===== src/rtl/spi_regs_pkg.sv =====
// Shared definitions for the SPI register slave.
//   NUM_REGS_DEFAULT : number of writable display-source registers
//   spi_state_t      : frame FSM states
//   CMD_*            : bit positions inside the command byte
//   addr_incr_sat    : address increment that sticks at 7
package spi_regs_pkg;

  localparam int unsigned NUM_REGS_DEFAULT = 6;

  localparam int CMD_RW_BIT   = 7;
  localparam int CMD_ADDR_MSB = 2;
  localparam int CMD_ADDR_LSB = 0;

  typedef enum logic [1:0] {
    IDLE,
    CMD,
    DATA
  } spi_state_t;

  function automatic logic [2:0] addr_incr_sat(input logic [2:0] a);
    return (a == 3'd7) ? a : a + 3'd1;
  endfunction

endpackage


===== src/rtl/spi_sync_edge.sv =====
// Multi-stage synchroniser with registered edge pulses.
// Ports:
//   clk, reset : system clock, asynchronous active-high reset
//   async_i    : asynchronous input
//   level_o    : synchronised level, aligned with rise_o/fall_o
//   rise_o     : one-cycle pulse on a synchronised 0->1 transition
//   fall_o     : one-cycle pulse on a synchronised 1->0 transition
// RST_VAL sets the value the whole chain powers up with, so an input that
// already sits at RST_VAL after reset produces no edge.
module spi_sync_edge #(
  parameter int unsigned SYNC_STAGES = 2,
  parameter logic        RST_VAL     = 1'b0
) (
  input  logic clk,
  input  logic reset,
  input  logic async_i,
  output logic level_o,
  output logic rise_o,
  output logic fall_o
);

  // sync_q[0] is the first flop; sync_q[SYNC_STAGES-1] is the synchronised
  // level and sync_q[SYNC_STAGES] its previous value for edge detection.
  logic [SYNC_STAGES:0] sync_q;
  logic                 rise_q;
  logic                 fall_q;

  always_ff @(posedge clk or posedge reset) begin
    if (reset) begin
      sync_q <= {(SYNC_STAGES + 1){RST_VAL}};
      rise_q <= 1'b0;
      fall_q <= 1'b0;
    end else begin
      sync_q <= {sync_q[SYNC_STAGES-1:0], async_i};
      rise_q <= sync_q[SYNC_STAGES-1] & ~sync_q[SYNC_STAGES];
      fall_q <= ~sync_q[SYNC_STAGES-1] & sync_q[SYNC_STAGES];
    end
  end

  // The delayed level lines up with the registered pulses, so a data input
  // read as level_o is the value seen at the same instant as another
  // instance's edge pulse.
  assign level_o = sync_q[SYNC_STAGES];
  assign rise_o  = rise_q;
  assign fall_o  = fall_q;

endmodule


===== src/rtl/spi_slave_regs.sv =====
// SPI mode-0 slave maintaining six 8-bit display-source registers.
// Frame: ss_n low, command byte {rw, 4 ignored bits, addr[2:0]}, data bytes,
// ss_n high. Write data lands at addr, addr+1, ... (saturating at 7);
// addresses >= NUM_REGS are dropped without a strobe.
// Ports:
//   clk, reset           : system clock (>= 8x sclk), async active-high reset
//   sclk, mosi, ss_n     : asynchronous SPI pins, synchronised internally
//   miso                 : SPI data out (0 unless readback is compiled in)
//   slv_reg0..slv_reg5   : register contents
//   wr_strobe, wr_addr   : one-cycle write pulse and the address written
// Optional feature macro: SPI_READBACK_EN enables the miso read path.
module spi_slave_regs
  import spi_regs_pkg::*;
#(
  parameter int unsigned NUM_REGS    = NUM_REGS_DEFAULT,
  parameter int unsigned SYNC_STAGES = 2
) (
  input  logic       clk,
  input  logic       reset,
  input  logic       sclk,
  input  logic       mosi,
  input  logic       ss_n,
  output logic       miso,
  output logic [7:0] slv_reg0,
  output logic [7:0] slv_reg1,
  output logic [7:0] slv_reg2,
  output logic [7:0] slv_reg3,
  output logic [7:0] slv_reg4,
  output logic [7:0] slv_reg5,
  output logic       wr_strobe,
  output logic [2:0] wr_addr
);

  localparam logic [3:0] NUM_REGS_L = 4'(NUM_REGS);

  logic sclk_rise, sclk_fall, sclk_lvl;
  logic mosi_s, mosi_rise, mosi_fall;
  logic ss_rise, ss_fall, ss_lvl;

  spi_sync_edge #(.SYNC_STAGES(SYNC_STAGES), .RST_VAL(1'b0)) u_sync_sclk (
    .clk(clk), .reset(reset), .async_i(sclk),
    .level_o(sclk_lvl), .rise_o(sclk_rise), .fall_o(sclk_fall)
  );

  spi_sync_edge #(.SYNC_STAGES(SYNC_STAGES), .RST_VAL(1'b0)) u_sync_mosi (
    .clk(clk), .reset(reset), .async_i(mosi),
    .level_o(mosi_s), .rise_o(mosi_rise), .fall_o(mosi_fall)
  );

  // Resetting to 0 means a frame only starts after ss_n is seen high and
  // then falls; a frame interrupted by reset is ignored to its end.
  spi_sync_edge #(.SYNC_STAGES(SYNC_STAGES), .RST_VAL(1'b0)) u_sync_ss (
    .clk(clk), .reset(reset), .async_i(ss_n),
    .level_o(ss_lvl), .rise_o(ss_rise), .fall_o(ss_fall)
  );

  spi_state_t state_q;
  logic [2:0] bit_cnt_q;
  logic [6:0] shift_q;
  logic       rw_q;
  logic [2:0] addr_q;
  logic [7:0] regs_q [8];  // entries >= NUM_REGS are never written, read as 0
  logic       wr_strobe_q;
  logic [2:0] wr_addr_q;

  logic [7:0] byte_d;
  logic [2:0] addr_d;
  logic       addr_ok;

  assign byte_d  = {shift_q, mosi_s};
  assign addr_d  = addr_incr_sat(addr_q);
  assign addr_ok = ({1'b0, addr_q} < NUM_REGS_L);

`ifdef SPI_READBACK_EN
  logic [7:0] tx_shift_q;
`endif

  always_ff @(posedge clk or posedge reset) begin
    if (reset) begin
      state_q     <= IDLE;
      bit_cnt_q   <= '0;
      shift_q     <= '0;
      rw_q        <= 1'b0;
      addr_q      <= '0;
      wr_strobe_q <= 1'b0;
      wr_addr_q   <= '0;
      for (int i = 0; i < 8; i++) regs_q[i] <= '0;
`ifdef SPI_READBACK_EN
      tx_shift_q  <= '0;
`endif
    end else begin
      wr_strobe_q <= 1'b0;
      // Frame start wins over a coincident sclk edge, which is dropped.
      if (ss_fall) begin
        state_q   <= CMD;
        bit_cnt_q <= '0;
`ifdef SPI_READBACK_EN
        tx_shift_q <= '0;
`endif
      end else if (ss_rise) begin
        state_q <= IDLE;
      end else if (sclk_rise && state_q != IDLE) begin
        shift_q   <= byte_d[6:0];
        bit_cnt_q <= bit_cnt_q + 3'd1;
        if (bit_cnt_q == 3'd7) begin
          if (state_q == CMD) begin
            rw_q    <= byte_d[CMD_RW_BIT];
            addr_q  <= byte_d[CMD_ADDR_MSB:CMD_ADDR_LSB];
            state_q <= DATA;
`ifdef SPI_READBACK_EN
            tx_shift_q <= byte_d[CMD_RW_BIT] ?
                          regs_q[byte_d[CMD_ADDR_MSB:CMD_ADDR_LSB]] : 8'h00;
`endif
          end else begin
            if (!rw_q && addr_ok) begin
              regs_q[addr_q] <= byte_d;
              wr_strobe_q    <= 1'b1;
              wr_addr_q      <= addr_q;
            end
            addr_q <= addr_d;
`ifdef SPI_READBACK_EN
            tx_shift_q <= regs_q[addr_d];
`endif
          end
        end
      end
`ifdef SPI_READBACK_EN
      // The falling edge right after a byte boundary (bit_cnt 0) keeps the
      // freshly loaded MSB on the line for the next byte's first rise.
      else if (sclk_fall && state_q == DATA && bit_cnt_q != 3'd0) begin
        tx_shift_q <= {tx_shift_q[6:0], 1'b0};
      end
`endif
    end
  end

`ifdef SPI_READBACK_EN
  assign miso = (state_q == DATA && rw_q && !ss_n) ? tx_shift_q[7] : 1'b0;
  logic unused_sigs;
  assign unused_sigs = ^{sclk_lvl, mosi_rise, mosi_fall, ss_lvl};
`else
  assign miso = 1'b0;
  logic unused_sigs;
  assign unused_sigs = ^{sclk_lvl, sclk_fall, mosi_rise, mosi_fall, ss_lvl};
`endif

  assign slv_reg0  = regs_q[0];
  assign slv_reg1  = regs_q[1];
  assign slv_reg2  = regs_q[2];
  assign slv_reg3  = regs_q[3];
  assign slv_reg4  = regs_q[4];
  assign slv_reg5  = regs_q[5];
  assign wr_strobe = wr_strobe_q;
  assign wr_addr   = wr_addr_q;

endmodule


===== config.mk =====
export PLATFORM = sky130hd
export DESIGN_NAME = spi_slave_regs
export DESIGN_NICKNAME = d
export VERILOG_FILES = /design/src/rtl/spi_regs_pkg.sv /design/src/rtl/spi_sync_edge.sv /design/src/rtl/spi_slave_regs.sv
export SDC_FILE = /design/constraint.sdc
export NUM_CORES = 1
export LEC_CHECK = 0
export CELL_PAD_IN_SITES_DETAIL_PLACEMENT = 0
export CELL_PAD_IN_SITES_GLOBAL_PLACEMENT = 1
export CORE_ASPECT_RATIO = 2
export CORE_UTILIZATION = 38
export DETAILED_ROUTE_END_ITERATION = 12
export GPL_ROUTABILITY_DRIVEN = 0
export PLACE_DENSITY = 0.74
export SYNTH_ARGS = -nofsm -noshare
export SYNTH_HDL_FRONTEND = slang
export SYNTH_SLANG_ARGS = --single-unit

===== constraint.sdc =====
create_clock -name clk -period 2.6 [get_ports clk]
set_input_delay 0.65 -clock clk [delete_from_list [all_inputs] [get_ports clk]]
set_output_delay 0.65 -clock clk [all_outputs]
set_load 0.05 [all_outputs]

==> impl_metrics.yaml <==
timing:
  timing_hold_violations_final: 0
  layout_min_cycle_time_ns: 2.173
  setup_violations: 0
  relSlewSlack: 0.6392
  rsz0062_at_grt: "false"
  min_period_over_period: 0.8359
  fin_setup_tns_ns: 0
  max_freq_mhz: 460.1
  drv_slew: 0
  fin_skew_ns: 0.004431
  setup_ws_ns: 0.4267
  tightest_slew_ns: 0.5396
clock_network:
  cts_tree: "done"
  post_cts.repair.setup_buffers: 0
  cts_buffers: 9
  clk_latency_ns: 0.33
  cts_hold_buf: 0
  clockBufferDepth: 2
  cts_resized: 0
  clkTransAtPathRegs_ns: 0.05
  h-tree-depth: 3
  root_buffer: "clkbuf_16"
  cts.sinks: 80
setup_path:
  crit_family: "buffers and inverters"
  cpPeakStageDelay_ns: 0.82
  cp_num_buf_inv: 1
  r2r_cells: 6
  crit_type: "flop to primary output"
  cp.depth: 1
  crit_fanout: 2
  crit_required_ns: 1.95
  cp-start-kind: "flop"
  path_cells: "clkdlybuf4s50_1"
  end_kind: "primary output"
  crit_slowest_cell: "clkdlybuf4s50_1"
  arrival_ns: 1.52
synth:
  yosys.area.top_type_share: 0.6465
  syn_area_um2: 3097
  yosysMostFrequentCell: "dfrtp_1"
  synth_edf_count: 0
  synth_cell_types: 32
  ys_warn_count: 0
  synth_cells: 202
  synthArstFlopShare: 1.000
  synth.area.top_cells: "dfrtp_1, mux2_2, ha_1"
  synth_fp_nets: 212
  synth-main-ff-cell: "dfrtp_1"
  avgSynthCellArea_um2: 15.33
  yosysSeqAreaShare: 0.6465
  ys_seq_elements: 80
  ys_top_cells_by_count: "dfrtp_1, mux2_2, nor2_1, nand2_1, ha_1"
  synth_top_area_cell: "dfrtp_1"
global_routing:
  grt_pass1_wl_um: 10140
  antenna_found_initial: 0
  grt_pass1_vias: 1954
  grt_usage: 0.1661
  grt_max_degree: 31
  grt_overflow: 0
flow_run:
  drv_cap: 0
power:
  power_frac_seq: 0.491
  pwr_density_cell_nw_per_um2: 693.8
  clkPwrFrac: 0.467
  p_comb_frac: 0.042
  vdd_ir_drop_max_uv: 437.1
  power.total_w: 0.002874
  p_sw_frac: 0.2175
  p_leak_nw: 1.972
  internal_power_w: 0.002249
  switching_power_w: 0.0006251
cells_and_area:
  area_growth_pct: 33.78
  fillers: 665
  multi_input_area_um2: 1065
  regArea_um2: 2002
  fin_nets: 279
  diodes: 0
  drive_gt1_frac: 0.2930
floorplan:
  die-area_um2: 8536
  core_region_area_um2: 7885
  ios: 58
  rows: 46
  initial_core_util: 0.3927
  die_x_um: 65.83
  chipHeight_um: 129.7
placed_design:
  port_buffers: 56
  pre_cts_slack_ns: 0.4337
  dpl.hpwl_um: 4460
detailed_routing:
  drtIter0Drc: 45
  vias: 1830
  drtPass1Iterations: 3
  routedWlPerCell_um: 16.93
  postRouteAntennaNets: 0
  via_per_inst: 4.959
  wirelength_um: 6249
  route.detailed.drc: 0
min_path:
  hp-class: "flop to flop"
  hold_depth: 0
outcome:
  status: "complete, no violations"
routing by layer:
metal,global-route usage,wire length (um)
met5,0,0
met4,0.08824,146
met3,0.04137,176
met2,0.2959,3587
met1,0.1736,2338
cell usage in the layout, fill, tap and decap left out, drive strengths merged, types with 2 or more instances in the layout:
cell type	instances
dfrtp	80
mux2	57
clkdlybuf4s50	56
clkbuf	12
nor2	10
nand2	7
ha	5
buf	5
nor2b	4
mux2i	4
nand4	3
nand3	3
nor4b	2
o21ai	2
a21oi	2
nor3	2
o22a	2
bufinv	2
final timing paths:
kind	endpoint	startpoint	slack [ns]
worst max-delay path	slv_reg1[1]	slv_reg1[1]	0.43
worst min-delay path	u_sync_ss.sync_q[1]	u_sync_ss.sync_q[0]	0.35
worst max register to register	slv_reg5[4]	bit_cnt_q[0]	0.45
worst min register to register	u_sync_ss.sync_q[1]	u_sync_ss.sync_q[0]	0.35
max in group asynchronous	slv_reg4[2]	reset	1.37
min in group asynchronous	u_sync_sclk.sync_q[0]	reset	0.71
state kept, by name, summed over array words and instances (netlist names), 7 cells and up:
| signal | count |
|---|---|
| slv_reg0 | 8 |
| slv_reg1 | 8 |
| slv_reg2 | 8 |
| slv_reg3 | 8 |
| slv_reg4 | 8 |
| slv_reg5 | 8 |
| shift_q | 7 |
power by group through the flow:
stage               sequential (W)  clock (W)  combinational, W
finish                     0.00141    0.00134          0.000120
global route               0.00143    0.00142          0.000134
CTS                        0.00142    0.00137          0.000124
detailed placement         0.00144          0          0.000123
global placement           0.00144          0          0.000120
floorplan                  0.00138          0         0.0000940
through the flow:
| step | std cells | area [um^2] | util | hold slack (ns) |
|---|---|---|---|---|
| 3_3_place_gp | 354 | 3821 | 0.4846 | 0.3324 |
| 6_report | 369 | 4143 | 0.5254 | 0.3469 |
| 2_1_floorplan | 202 | 3100 | - | 0.3312 |
| 5_1_grt | 369 | 4143 | 0.5254 | 0.3589 |
| 3_5_place_dp | 354 | 3821 | 0.4846 | 0.3347 |
| 4_1_cts | 369 | 4143 | 0.5254 | 0.3474 |
cells by family after synthesis:
logic type | synth area share
DFF | 0.6465
buffers and inverters | 0.009701
xor gates and xnor gates | 0.002829
adders and majority gates | 0.02020
and+or+nand+nor | 0.08163
AOI/OAI and AO/OA | 0.01778
other | 0.001211
muxes | 0.2202
final cells by class:
| class | instances | share of cell area |
|---|---|---|
| clock buffer | 12 | 0.06191 |
| clock inverter | 3 | 0.01571 |
| inverter | 2 | 0.002718 |
| multi-input combinational | 115 | 0.2570 |
| sequential | 80 | 0.4832 |
| tap | 96 | 0.02899 |
| timing repair buffer | 61 | 0.1504 |
(Power assumes the default switching activity.)
